<file path="config.mk">
export PLATFORM = sky130hd
export DESIGN_NAME = vram_port_arbiter
export DESIGN_NICKNAME = d
export VERILOG_FILES = /design/src/rtl/vram_port_arbiter.sv
export SDC_FILE = /design/constraint.sdc
export NUM_CORES = 1
export LEC_CHECK = 0
export CAP_MARGIN = 20
export CORE_AREA = 2 2 107 109
export DETAILED_ROUTE_END_ITERATION = 12
export DIE_AREA = 0 0 109 111
export HOLD_SLACK_MARGIN = 0.08
export PLACE_DENSITY_LB_ADDON = 0.1
export SLEW_MARGIN = 20
export SYNTH_ARGS = -nofsm -noshare
export SYNTH_HDL_FRONTEND = slang
export SYNTH_SLANG_ARGS = --single-unit
</file>
<file path="constraint.sdc">
create_clock -name CLOCK_50 -period 1.75 [get_ports CLOCK_50]
set_input_delay 0.525 -clock CLOCK_50 [delete_from_list [all_inputs] [get_ports CLOCK_50]]
set_output_delay 0.525 -clock CLOCK_50 [all_outputs]
set_load 0.1 [all_outputs]
</file>
<file path="src/rtl/vram_port_arbiter.sv">
// Arbiter for the video-side port of the frame-buffer block RAM.
// Video has fixed priority; an aging counter force-grants the aux master after MAX_WAIT lost cycles.
module vram_port_arbiter #(
  parameter int ADDR_W   = 32,
  parameter int DATA_W   = 32,
  parameter int MAX_WAIT = 8
) (
  input  logic                CLOCK_50,
  input  logic                resetn,
  input  logic                vid_req,
  input  logic [ADDR_W-1:0]   vid_addr,
  output logic                vid_ack,
  output logic                vid_rvalid,
  output logic [DATA_W-1:0]   vid_rdata,
  output logic                vid_late,
  input  logic                aux_req,
  input  logic                aux_we,
  input  logic [ADDR_W-1:0]   aux_addr,
  input  logic [DATA_W/8-1:0] aux_be,
  input  logic [DATA_W-1:0]   aux_wdata,
  output logic                aux_ack,
  output logic                aux_rvalid,
  output logic [DATA_W-1:0]   aux_rdata,
  output logic [ADDR_W-1:0]   mem_addr,
  output logic                mem_we,
  output logic [DATA_W/8-1:0] mem_be,
  output logic [DATA_W-1:0]   mem_wdata,
  input  logic [DATA_W-1:0]   mem_rdata
);

  localparam int CNT_W = $clog2(MAX_WAIT + 1);
  localparam int BE_W  = DATA_W / 8;
  localparam logic [CNT_W-1:0] MAX_CNT = CNT_W'(MAX_WAIT);

  function automatic logic [CNT_W-1:0] sat_inc(input logic [CNT_W-1:0] v);
    if (v >= MAX_CNT) return MAX_CNT;
    return v + CNT_W'(1);
  endfunction

  logic [CNT_W-1:0] starve_cnt;
  logic             force_aux;
  logic             gnt_vid;
  logic             gnt_aux;
  logic             rd_vid_p1;
  logic             rd_aux_p1;

  // Stage 0: combinational grant. Raw grants feed the flops (held in reset anyway);
  // the resetn-gated versions drive the outputs.
  always_comb begin
    force_aux = aux_req && (starve_cnt == MAX_CNT);
    gnt_vid   = 1'b0;
    gnt_aux   = 1'b0;
    if (force_aux)    gnt_aux = 1'b1;
    else if (vid_req) gnt_vid = 1'b1;
    else if (aux_req) gnt_aux = 1'b1;
  end

  always_comb begin
    vid_ack   = gnt_vid && resetn;
    aux_ack   = gnt_aux && resetn;
    vid_late  = vid_req && force_aux && resetn;
    mem_addr  = '0;
    mem_we    = 1'b0;
    mem_be    = '0;
    mem_wdata = '0;
    if (vid_ack) begin
      mem_addr = vid_addr;
    end else if (aux_ack) begin
      mem_addr  = aux_addr;
      mem_we    = aux_we;
      mem_be    = aux_we ? aux_be : {BE_W{1'b0}};
      mem_wdata = aux_wdata;
    end
  end

  always_ff @(posedge CLOCK_50 or negedge resetn) begin
    if (!resetn) begin
      starve_cnt <= '0;
    end else if (!aux_req || gnt_aux) begin
      starve_cnt <= '0;
    end else if (gnt_vid) begin
      starve_cnt <= sat_inc(starve_cnt);
    end
  end

  // Stage 1: read return, one cycle after the accepting ack.
  always_ff @(posedge CLOCK_50 or negedge resetn) begin
    if (!resetn) begin
      rd_vid_p1 <= 1'b0;
      rd_aux_p1 <= 1'b0;
    end else begin
      rd_vid_p1 <= gnt_vid;
      rd_aux_p1 <= gnt_aux && !aux_we;
    end
  end

  assign vid_rvalid = rd_vid_p1;
  assign aux_rvalid = rd_aux_p1;
  assign vid_rdata  = mem_rdata;
  assign aux_rdata  = mem_rdata;

endmodule

</file>
# == Word level (Yosys, flattened, before mapping) ==
# Cells that the tools add are included.
# op_classes
n_addsub,1
n_lt_le_gt_ge,1
n_eq_ne,1
mux,21
n_reduce_logical,10
# op_table
op,n
2-to-1 mux 32 bit,4
2-to-1 mux 4 bit,7
2-to-1 mux 1 bit,10
logical AND 1 bit,6
adder 4 x 1 -> 4 bit (second input constant),1
equality test 4 bit (second input constant),1
>= comparator 4 bit (second input constant),1
zero test 1 bit,2
nonzero test 2 bit,1
logical OR 1 bit,1
# totals
regBits,6
input_bits,137
out_inout_bits,138
elab_cells,37

# == Depth between registers and ports, before layout ==
# logic_depth
ltp_word,8
ltp_mapped,7
ltp_nobuf,5

# == Worst setup path after synthesis ==
# Ideal clock, no wire load.
# synth_path
path_kind,reg-to-output
startpoint,register starve_cnt[0]
endpoint,output mem_wdata[17]
arrival_time_ps,2267
required_time_ps,1225
setup_slack_ps,-1042
path_stages_with_launch,7
n_path_buf,1
path_cell_list,dfrtp_1 > inv_1 > ha_1 > nand3b_1 > a21oi_2 > buf_2 > and2_1
# synth_via
elab_chain_cells,6
elab_cells_between_ends,8
classes_between,1 x eq/ne; 4 x mux; 3 x reduce/logical
# synth_rtl
item,line_no,rtl
start: declaration,40,logic [CNT_W-1:0] starve_cnt;
start signal: assignment,82,starve_cnt <= sat_inc(starve_cnt);
equality test 4 bit,50,force_aux = aux_req && (starve_cnt == MAX_CNT);
logical AND 1 bit,50,
2-to-1 mux 1 bit,53,if (force_aux) gnt_aux = 1'b1;
logical AND 1 bit,60,aux_ack = gnt_aux && resetn;
net aux_ack,21,"output logic aux_ack,"
2-to-1 mux 32 bit,68,end else if (aux_ack) begin
2-to-1 mux 32 bit,66,if (vid_ack) begin
end: declaration,27,"output logic [DATA_W-1:0] mem_wdata,"
# The timed path passes the listed nets, and every way through them passes these cells.

# == Worst setup path after layout ==
# layout_path
startpoint,register starve_cnt[1]
endpoint,output mem_wdata[5]
# layout_via
elab_chain_cells,6
elab_cells_between_ends,8
classes_between,1 x eq/ne; 4 x mux; 3 x reduce/logical
# layout_rtl
item,line_no
equality test 4 bit *,50
logical AND 1 bit *,50
2-to-1 mux 1 bit,53
logical AND 1 bit,60
2-to-1 mux 32 bit,68
2-to-1 mux 32 bit *,66
# Mark *: on every way between the ends. The rest lies on a longest branch, timed or not.

==> impl_metrics.json <==
{
  "outcome": "finished with violations",
  "violations": "negative setup slack",
  "rows": 39,
  "slew-limit-headroom": 0.841,
  "htreeDepth": 1,
  "cts_tree": "built",
  "ant_nets": 0,
  "cp_slowest_cell": "dfrtp_1",
  "r2r_start": "starve_cnt[1]",
  "nets": 452,
  "syn_area_um2": 1360,
  "syn2layout_area_growth_pct": 231,
  "synthTopCellsByArea": "buf_4 35%, a22o_1 21%, and2_1 16%, dfrtp_1 11%, buf_6 3.3%",
  "drt_pass1_iterations": 4,
  "avgRoutedWirePerCell_um": 15.6,
  "grt_max_degree": 15,
  "grtUsageTotal": 0.109,
  "setup_violations": 72,
  "core-area_um2": 11100,
  "comb_power_share": 0.731,
  "layout.cells.non_filler": 454,
  "gp_congestion": 0.733,
  "crit_required_ns": 1.22,
  "leakagePower_uw": 0.00190,
  "cp.depth": 9,
  "rrSetupSlack_ns": 0.55,
  "slowest_delay_ns": 0.36,
  "final_core_util": 0.405,
  "cts.path.max_buffers": 2,
  "fin_ws_ns": -0.632,
  "finalPower_uw": 1910,
  "grt_overflow_total": 0,
  "remaining_drc_errors": 0,
  "fin_skew_ns": 0.000441,
  "path_cells": "inv_1, ha_2, nand3b_1, a21oi_4, buf_6, buf_12, clkbuf_16, and2_4, buf_12",
  "max-cap-violations": 0,
  "fillers": 1051,
  "synth_top_area_cell": "buf_4",
  "synth_fp_nets": 310,
  "netlist_instances": 171,
  "path_class": "flop to output port",
  "cts_root_buf": "clkbuf_16",
  "die_area_um2": 12100,
  "hold_viol": 0,
  "p_sw_frac": 0.424,
  "cp.arrival_ns": 1.86,
  "vias_per_cell": 3.81,
  "hold_path_class": "primary input to asynchronous set/reset pin",
  "clk-insertion-delay-late_ns": 0.23,
  "yosys_warnings": 0,
  "io_pins": 275,
  "seqPwrFrac": 0.077,
  "synth_seq_cells": 6,
  "start_kind": "flop",
  "finalCritPeriodShare": 1.36,
  "start_util": 0.122,
  "antenna_cells": 0,
  "synth_top_area_frac": 0.354,
  "cts_sinks": 6,
  "grt_pass1_vias": 1816,
  "die_w_um": 109,
  "dp.cells": 439,
  "crit_path_frequent_cell": "buf_12",
  "die_h_um": 111,
  "io_buffers": 178,
  "dp_slack_ns": -0.823,
  "dpl.hpwl_um": 5580,
  "crit_buf_inv": 5,
  "path_clk_slew_ns": 0.03,
  "wl_um": 7070,
  "synth.avg_cell_area_um2": 7.93,
  "cts_made_buffers": 3,
  "irDropWorstVdd_uv": 274,
  "seq_area_frac_synth": 0.111,
  "antenna_found_initial": 0,
  "timing.fmax_ghz": 0.420,
  "min_period_ns": 2.38,
  "power_density_nw_per_um2": 426,
  "timing.rr.end": "starve_cnt[3]",
  "drtIter0Drc": 32,
  "worstMarginPinSlew_ns": 0.238,
  "p_int_uw": 1100,
  "r2r_cells": 5,
  "grt_pass1_wl_um": 10300,
  "slew_viol_final": 0,
  "power_switching_uw": 809,
  "path_delay_family": "buffers and inverters",
  "grt_setup_unrepaired": "true",
  "synth_cell_types": 19,
  "p_clk_frac": 0.192,
  "cp_max_fo": 7,
  "drive_gt1_frac": 0.595,
  "via_count": 1730,
  "critPathCaptureType": "output port"
}
worst max-delay path by stage:
stage	startpoint	to	slack, ns
5_1_grt	starve_cnt[0]	mem_wdata[5]	-0.72
3_5_place_dp	aux_req	mem_addr[18]	-0.82
4_1_cts	starve_cnt[0]	mem_wdata[15]	-0.66
3_3_place_gp	aux_req	mem_addr[19]	-0.82
6_report	starve_cnt[1]	mem_wdata[5]	-0.63
2_1_floorplan	starve_cnt[0]	vid_late	-0.35
metal layers:
layer | wire length (um) | global-route usage
met1 | 2420 | 0.118
met2 | 3610 | 0.198
met3 | 997 | 0.0406
met4 | 45 | 0.0188
met5 | 0 | 0
cell usage after synthesis (all sizes together):
cell type and n:
nor2 4, and2 34, nand4b 1, dfrtp 6
ha 2, a31o 1, clkbuf 2, buf 73
a22o 32, nand3b 2, inv 3, nand3 1
nor3b 1, nand2 1, a21oi 1, and3 6
xnor2 1
layout by cell type (no fill, tap or decap), drive strengths merged:
cell type	netlist	final
and2	34	34
clkdlybuf4s50	0	101
inv	3	3
a31o	1	1
dfrtp	6	6
nand2	1	1
clkbuf	2	7
nand4b	1	1
xnor2	1	1
a21oi	1	1
and3	6	6
nand3b	2	2
dlygate4sd2	0	3
nor3b	1	1
nand3	1	1
nor2	4	4
a22o	32	32
buf	73	104
ha	2	2
sequential cells by signal, indices dropped and copies added, names as in the netlist:
| name | cells |
|---|---|
| vid_rvalid | 1 |
| starve_cnt | 4 |
| aux_rvalid | 1 |
logic make-up after synthesis:
family          count (synthesis)  share of synthesized area
buf+inv                        78                      0.420
simple gates                   50                      0.225
compound gates                 34                      0.220
flops                           6                      0.111
fa+ha+maj                       2                     0.0184
xor+xnor                        1                    0.00646
worst reg2reg max path, stage by stage, from the launching register on:
cell      delay, ns
dfrtp_1        0.36
inv_1          0.06
ha_2           0.18
nand4b_1       0.11
and2_1         0.20
and3_1         0.17
layout make-up:
type                       count  area (um2)  area share
clock buffer                   3        75.1      0.0167
timing repair buffer         212        3030       0.675
multi-input combinational     87        1040       0.232
inverter                       3        11.3     0.00251
tap                          143         179      0.0399
sequential                     6         150      0.0335
power by group through the flow:
stage	clock (uW)	combinational, uW	sequential (uW)
global placement	0	1340	148
detailed placement	0	1350	148
CTS	375	1400	147
finish	367	1400	147
floorplan	0	1390	163
global route	386	1450	147
per-stage QoR:
step | TNS, ns | instance area [um2] | hold WS, ns
after floorplan | -22.05 | 1800 | 0.229
after global placement | -54.76 | 4150 | 0.525
after detailed placement | -54.26 | 4150 | 0.526
after CTS | -45.26 | 4410 | 0.400
after global routing | -48.29 | 4480 | 0.405
final | -41.95 | 4480 | 0.402
repair_timing:
item / CTS / global route
cloned: 4 / 4
endpoints found under the hold margin: 0 / 0
pin swaps: 3 / 18
setup endpoints to repair: 72 / 72
resized for setup: 15 / 1
setup buffers: 6 / 1
hold buffers: 0 / 0
No activity file was read; power rests on OpenSTA's default activity.
